**src/rtl/calc_display_scanner.sv**
```systemverilog
// Time-multiplexes NUM_CH W-bit fields onto one display bus with dwell, blank gap and one-hot digit select.
// Optional channel blinking is compiled in when the macro CALC_DISP_BLINK_EN is defined.
module calc_display_scanner #(
  parameter int            W          = 4,
  parameter int            NUM_CH     = 4,
  parameter int            DWELL      = 50000,
  parameter int            GAP_CYCLES = 2,
  parameter logic [W-1:0]  BLANK_CODE = W'(4'b1010)
`ifdef CALC_DISP_BLINK_EN
  ,
  parameter int            BLINK_HALF = 12500000
`endif
) (
  input  logic                        clk,
  input  logic                        rst,
  input  logic [NUM_CH*W-1:0]         ch_data,
  input  logic [NUM_CH-1:0]           ch_valid,
  input  logic                        mode,
  input  logic                        step,
  input  logic                        freeze,
`ifdef CALC_DISP_BLINK_EN
  input  logic [NUM_CH-1:0]           blink_mask,
`endif
  output logic [W-1:0]                display_out,
  output logic [NUM_CH-1:0]           sel_onehot,
  output logic [$clog2(NUM_CH)-1:0]   sel_idx,
  output logic                        wrap
);

  localparam int                IW         = $clog2(NUM_CH);
  localparam int                DW         = $clog2(DWELL + 1);
  localparam logic [IW-1:0]     LAST_IDX   = IW'(NUM_CH - 1);
  localparam logic [DW-1:0]     DWELL_LAST = DW'(DWELL - 1);

  typedef enum logic {SHOW, GAP} state_t;

  state_t              state;
  logic [IW-1:0]       idx;
  logic [DW-1:0]       dwell_cnt;
  logic                wrap_pend;
  logic                gap_last;
  logic                blink_hide;
  logic                adv_p0;
  logic                vld_p0;
  logic [W-1:0]        disp_p0;
  logic [NUM_CH-1:0]   onehot_p0;
  logic [W-1:0]        field_p0 [NUM_CH];

  function automatic logic [IW-1:0] next_idx(input logic [IW-1:0] cur);
    return (cur == LAST_IDX) ? '0 : cur + 1'b1;
  endfunction

  function automatic logic is_wrap(input logic [IW-1:0] cur);
    return (cur == LAST_IDX);
  endfunction

  // Stage p0: field selection for the channel currently addressed by idx
  always_comb begin
    for (int i = 0; i < NUM_CH; i++) begin
      field_p0[i] = ch_data[i*W +: W];
    end
  end

  always_comb begin
    vld_p0    = ch_valid[idx] & ~blink_hide;
    disp_p0   = vld_p0 ? field_p0[idx] : BLANK_CODE;
    onehot_p0 = {{(NUM_CH-1){1'b0}}, 1'b1} << idx;
    adv_p0    = mode ? step : (dwell_cnt == DWELL_LAST);
  end

  generate
    if (GAP_CYCLES > 0) begin : g_gap
      localparam int            GW       = $clog2(GAP_CYCLES + 1);
      localparam logic [GW-1:0] GAP_LAST = GW'(GAP_CYCLES - 1);
      logic [GW-1:0] gap_cnt;

      always_ff @(posedge clk) begin
        if (rst) begin
          gap_cnt <= '0;
        end else if (!freeze) begin
          if (state == GAP && gap_cnt != GAP_LAST) begin
            gap_cnt <= gap_cnt + 1'b1;
          end else begin
            gap_cnt <= '0;
          end
        end
      end

      assign gap_last = (gap_cnt == GAP_LAST);
    end else begin : g_nogap
      assign gap_last = 1'b1;
    end
  endgenerate

`ifdef CALC_DISP_BLINK_EN
  localparam int            BW        = $clog2(BLINK_HALF + 1);
  localparam logic [BW-1:0] BLINK_END = BW'(BLINK_HALF - 1);
  logic [BW-1:0] blink_cnt;
  logic          blink_on;

  // Free-running blink phase; starts "on" after reset and pauses while frozen
  always_ff @(posedge clk) begin
    if (rst) begin
      blink_cnt <= '0;
      blink_on  <= 1'b1;
    end else if (!freeze) begin
      if (blink_cnt == BLINK_END) begin
        blink_cnt <= '0;
        blink_on  <= ~blink_on;
      end else begin
        blink_cnt <= blink_cnt + 1'b1;
      end
    end
  end

  assign blink_hide = blink_mask[idx] & ~blink_on;
`else
  assign blink_hide = 1'b0;
`endif

  // Stage p1: scan FSM and registered outputs
  always_ff @(posedge clk) begin
    if (rst) begin
      state       <= SHOW;
      idx         <= '0;
      dwell_cnt   <= '0;
      wrap_pend   <= 1'b0;
      display_out <= BLANK_CODE;
      sel_onehot  <= '0;
      sel_idx     <= '0;
      wrap        <= 1'b0;
    end else if (freeze) begin
      wrap <= 1'b0;
    end else begin
      sel_idx   <= idx;
      wrap      <= wrap_pend;
      wrap_pend <= 1'b0;
      case (state)
        SHOW: begin
          display_out <= disp_p0;
          sel_onehot  <= onehot_p0;
          if (adv_p0) begin
            dwell_cnt <= '0;
            if (GAP_CYCLES > 0) begin
              state <= GAP;
            end else begin
              idx       <= next_idx(idx);
              wrap_pend <= is_wrap(idx);
            end
          end else if (mode) begin
            dwell_cnt <= '0;
          end else begin
            dwell_cnt <= dwell_cnt + 1'b1;
          end
        end
        GAP: begin
          display_out <= BLANK_CODE;
          sel_onehot  <= '0;
          // wrap is raised one cycle later, when the output actually lands on channel 0
          if (gap_last) begin
            state     <= SHOW;
            idx       <= next_idx(idx);
            wrap_pend <= is_wrap(idx);
            dwell_cnt <= '0;
          end
        end
        default: begin
          state <= SHOW;
        end
      endcase
    end
  end

endmodule
```
**config.mk**
```make
export PLATFORM = sky130hd
export DESIGN_NAME = calc_display_scanner
export DESIGN_NICKNAME = d
export VERILOG_FILES = /design/src/rtl/calc_display_scanner.sv
export SDC_FILE = /design/constraint.sdc
export NUM_CORES = 1
export LEC_CHECK = 0
export BUFFER_PORTS_ARGS = -buffer_cell sky130_fd_sc_hd__buf_2
export CORE_UTILIZATION = 45
export CTS_CLUSTER_DIAMETER = 60
export CTS_CLUSTER_SIZE = 30
export DETAILED_ROUTE_END_ITERATION = 10
export MAX_ROUTING_LAYER = met4
export PLACE_DENSITY = 0.77
export SYNTH_ARGS = -nofsm -noshare
export SYNTH_HDL_FRONTEND = slang
export SYNTH_SLANG_ARGS = --single-unit
```
**constraint.sdc**
```tcl
create_clock -name clk -period 2.1 [get_ports clk]
set_input_delay 0 -clock clk [delete_from_list [all_inputs] [get_ports clk]]
set_output_delay 0 -clock clk [all_outputs]
set_load 0.02 [all_outputs]
```
# Word level (Yosys, flattened, before mapping)
# Cells that the tools add are included.
[classes]
n_addsub = 3
n_lt_le_gt_ge = 2
n_eq_ne = 5
n_shift = 1
n_mux = 22
bitwise_logic = 3
reduce_logical = 4
[op_table]
columns = ["operator", "count"]
rows = [
  ["16-bit 2-to-1 mux", 3],
  ["16-bit case mux with 2 select lines", 1],
  ["16-bit by 1-bit adder with 16-bit output, second input constant", 1],
  ["16-bit == test, second input constant", 1],
  ["4-bit case mux with 2 select lines", 2],
  ["4-bit 2-to-1 mux", 3],
  ["4-bit binary-select mux with 2-bit select", 1],
  ["2-bit 2-to-1 mux", 4],
  ["1-bit 2-to-1 mux", 5],
  ["2-bit by 1-bit adder with 2-bit output, second input constant", 2],
  ["2-bit by 1-bit != test with 1-bit output, second input constant", 2],
  ["1-bit case mux with 2 select lines", 2],
  ["1-bit by 2-bit << shifter with 4-bit output, first input constant", 1],
  ["3-bit >= comparator, second input constant", 1],
  ["2-bit by 3-bit less-than comparator with 1-bit output, second input constant", 1],
  ["2-bit NOT with 3-bit output", 1],
  ["3-bit AND reduction", 1],
  ["1-bit binary-select mux with 2-bit select", 1],
  ["2-bit by 1-bit == test with 1-bit output, second input constant", 1],
  ["2-bit == test, second input constant", 1],
  ["1-bit NOT", 2],
  ["2-bit AND reduction", 1],
  ["2-bit OR reduction", 1],
  ["1-bit logical AND", 1],
]
[word_totals]
register_bits = 33
elab_cells = 49

# Longest topological paths before layout
[depth]
depth_word = 6
ltp_mapped = 8

# Worst setup path before layout
# No wires, ideal clock.
[synth_timing]
kind = "register -> register"
startpoint = "register g_gap.gap_cnt[0]"
endpoint = "register dwell_cnt[4]"
arrival_ps = 1526
required_ps = 1985
setup_slack_ps = 459
stages_incl_launch_ff = 8
synth_period_minus_slack_ps = 1641
cell_sequence = "dfxtp_1 -> ha_1 -> and2b_1 -> nor2_1 -> or2_1 -> o41a_2 -> buf_6 -> nor2_1"
[synth_via]
elab_chain_cells = 3
[synth_rtl]
columns = ["element", "line", "source"]
rows = [
  ["start: declaration", "75", "logic [GW-1:0] gap_cnt;"],
  ["start signal: assignment", "82", "gap_cnt <= gap_cnt + 1'b1;"],
  ["2-bit by 1-bit == test with 1-bit output", "89", "assign gap_last = (gap_cnt == GAP_LAST);"],
  ["2-bit by 1-bit != test with 1-bit output (no line)", "--", ""],
  ["2-bit AND reduction (no line)", "--", ""],
  ["end signal: assignment", "153", "dwell_cnt <= dwell_cnt + 1'b1;"],
  ["end: declaration", "39", "logic [DW-1:0] dwell_cnt;"],
]
# No other way between the ends.
# A chain may end at the register's enable or synchronous reset.

# Final worst setup path
[layout_timing]
startpoint = "register g_gap.gap_cnt[0]"
endpoint = "register dwell_cnt[10]"
# The elaborated chain is that of the path after synthesis.

==> metrics <==
PortBufs=35; CP peak stage delay=approximately 0.36 ns; Vias/cell=5.24; Area after DPL=1890 µm²; Critical Path Slowest Stage Cell=dfxtp_1; Post-CTS Resized=0; Die Y=62.3 µm; Crit path buffers/inverters=0; Fill cells=314; Worst setup EP type=flop; Post-synth top flop=dfxtp_1; post-synthesis sequential area ratio=40.4%; synthesized area=approximately 1600 µm²; share of layout cells above drive strength 1=27.5%; Hold Buf Count CTS=0; Total Power=1.10 mW; worst path cell trace=ha_1, and2b_1, nor2_1, or2_1, o41a_2, nor2_1; initial antenna violation count=0; largest net degree at the start of global routing=25; Die Wd=62.3 µm; GP Congestion=0.833; initial drt markers=83; Synthesized Nets=210; share of the synthesized area in the top cell type=40.4%; CP startpoint=g_gap.gap_cnt[0]$_SDFFE_PP0N_; Site Rows=21; core area=around 3400 µm²; clock tree buffer depth=2; TritonRoute pass-1 iters=4; io pins=36; status=finished clean; r2r startpoint=g_gap.gap_cnt[0]$_SDFFE_PP0N_; final core occ=56.7%; Post-Syn Instances=179; Routed Antenna Nets=0; CTS tree=done; Num CTS Buffers=5; Syn Area/Cell=9.13 µm²; min-delay src=rst; xor/xnor share of the synthesized area=under 10%; TNS Setup=0 ns; largest cells by area after synthesis=dfxtp_1 (40%), nor2_1 (7.8%), mux4_2 (5.5%); main combinational cell family by area after synthesis=simple AND/OR/NAND/NOR gates; Synth Area in Adders=4.59%; CTS Sinks=33; Area growth syn-to-layout=18.5%; #FFs+latches synth=33; Final Skew=0.00461 ns; Yosys warning total=0; PD cells=about 570 nW/µm²; Hold Vio Cnt, Final=0; unrepaired setup endpoints after global routing=no; hold depth=2; count leader, synth=nor2_1; average wire per standard cell=approximately 12 µm; CP dominant cell by count=nor2_1; postcts setup bufs=0; startpoint class of the critical path=flop; setup violators final=0; first-pass GRT wire length=approximately 5600 µm; H-tree levels=2; Commonest cells post-synth=nor2_1 (34), dfxtp_1 (33), nand2_1 (11); design area=1940 µm²; Max Cap Violations=0; CTS Root Cell=clkbuf_4; antenna cells=0; minimum clock period=1.91 ns; Max FO, Critical Path=13; DRC viols=0; clock slew at reported path FFs=0.10 ns; flop2flop setup slack=slightly below 0.2 ns; Synth async-reset ratio=0%; post-synthesis mux area share=~8%; largest area contributor in the netlist=dfxtp_1; Nets=252; min-delay worst type=input pin to flop; gr usage total=18.6%; Slew @ Worst Pin=0.436 ns; normalized max-slew margin=70.9%; initial core utilization=a little under half; Synth cell types=41; R2R cell count=6; total die area=3880 µm²; Fmax achieved=between 500 and 600 MHz; maximum vdd drop=roughly 0.00026 V; delay-heaviest family, CP=simple AND/OR/NAND/NOR gates; Compound-Gate Fraction of Synth Area=9.88%; crit share post-route=approximately nine tenths; Synth Area in Simple Gates=between 20% and 30%; static leakage=slightly below 0.8 nW; worst path required time=2.32 ns; type of the setup path with the least slack=flop to flop; Worst Path Arrival=2.13 ns; via count=1405; total grt overflow=0; Hold Path End=sel_onehot[3]$_SDFFE_PP0N_; Slew Limit Fails=0; clk_lat worst skew=0.33 ns; EDFF count, synth=0; Post-DP HPWL=2400 µm; R2R Path End=dwell_cnt[10]$_SDFFE_PP0N_; vias in the first global route=around 1300; drt total wl=around 3300 µm
## worst max-delay path by stage
stage               cells past startpoint                          to
detailed placement                      6  dwell_cnt[10]$_SDFFE_PP0N_
CTS                                     6  dwell_cnt[10]$_SDFFE_PP0N_
global route                            7   dwell_cnt[8]$_SDFFE_PP0N_
floorplan                               7   dwell_cnt[4]$_SDFFE_PP0N_
finish                                  6  dwell_cnt[10]$_SDFFE_PP0N_
global placement                        6  dwell_cnt[11]$_SDFFE_PP0N_
## cells by family (layout without fill, tap and decap cells)
logic type                 count (synthesis)  in the layout
and+or+nand+nor                           81             81
DFF                                       33             33
AOI/OAI and AO/OA                         24             24
xor gates and xnor gates                  14             14
buffers and inverters                     13             56
muxes                                      8              8
adders and majority gates                  6              6
## sequential cells by signal, indices dropped and copies added, names as in the netlist
name / flops
dwell_cnt: 16
display_out: 4
sel_onehot: 4
g_gap.gap_cnt: 2
idx: 2
sel_idx: 2
state: 1
wrap: 1
wrap_pend: 1
## metal layers
layer	global-route usage (%)	routed length (µm)	up-vias
met2	27.9	1550	23
met5	-	0	-
li1	-	-	722
met3	4.96	126	7
met4	8.72	38	0
met1	23.4	1550	653
## where the power goes
group | switching [mW] | total (mW) | leakage [nW] | internal (mW)
Sequential | 0.0111 | 0.650 | 0.267 | 0.638
Combinational | 0.0606 | 0.112 | 0.493 | 0.0518
Clock | 0.211 | 0.338 | 0.0320 | 0.127
## layout by cell type (no fill, tap or decap), types with 5 or more instances in the layout
cell type	synthesis	routed
buf_2	0	35
nor2_1	34	34
dfxtp_1	33	33
nand2_1	11	11
xor2_1	9	9
buf_4	0	7
inv_1	6	6
a22oi_1	6	6
a21oi_1	6	6
nor4_1	6	6
ha_1	6	6
nand4_1	5	5
xnor2_1	5	5
clkbuf_4	0	5
## worst register-to-register path, delay by kind of cell (launching register included)
kind | cells | cell delay [ns]
compound gates | 1 | 0.34
fa+ha+maj | 1 | 0.19
flops | 1 | 0.36
simple gates | 4 | 0.91
## stage by stage
stage	hold slack (ns)	setup WS (ns)	instances
2_1_floorplan	0.246	0.459	179
3_3_place_gp	0.388	0.255	260
4_1_cts	0.0457	0.207	268
5_1_grt	0.0446	0.0593	268
3_5_place_dp	0.393	0.215	260
6_report	0.0515	0.194	268
## layout make-up
class | instances | area, µm² | share of cell area (%)
clock buffers | 6 | 41.3 | 2.13
clock inverters | 2 | 10.0 | 0.517
inverters | 6 | 22.5 | 1.16
multi-input cells | 133 | 917 | 47.4
flip-flops and latches | 33 | 661 | 34.1
well taps | 46 | 57.6 | 2.97
repair buffers | 42 | 228 | 11.8
No activity file was read; power rests on OpenSTA's default activity.
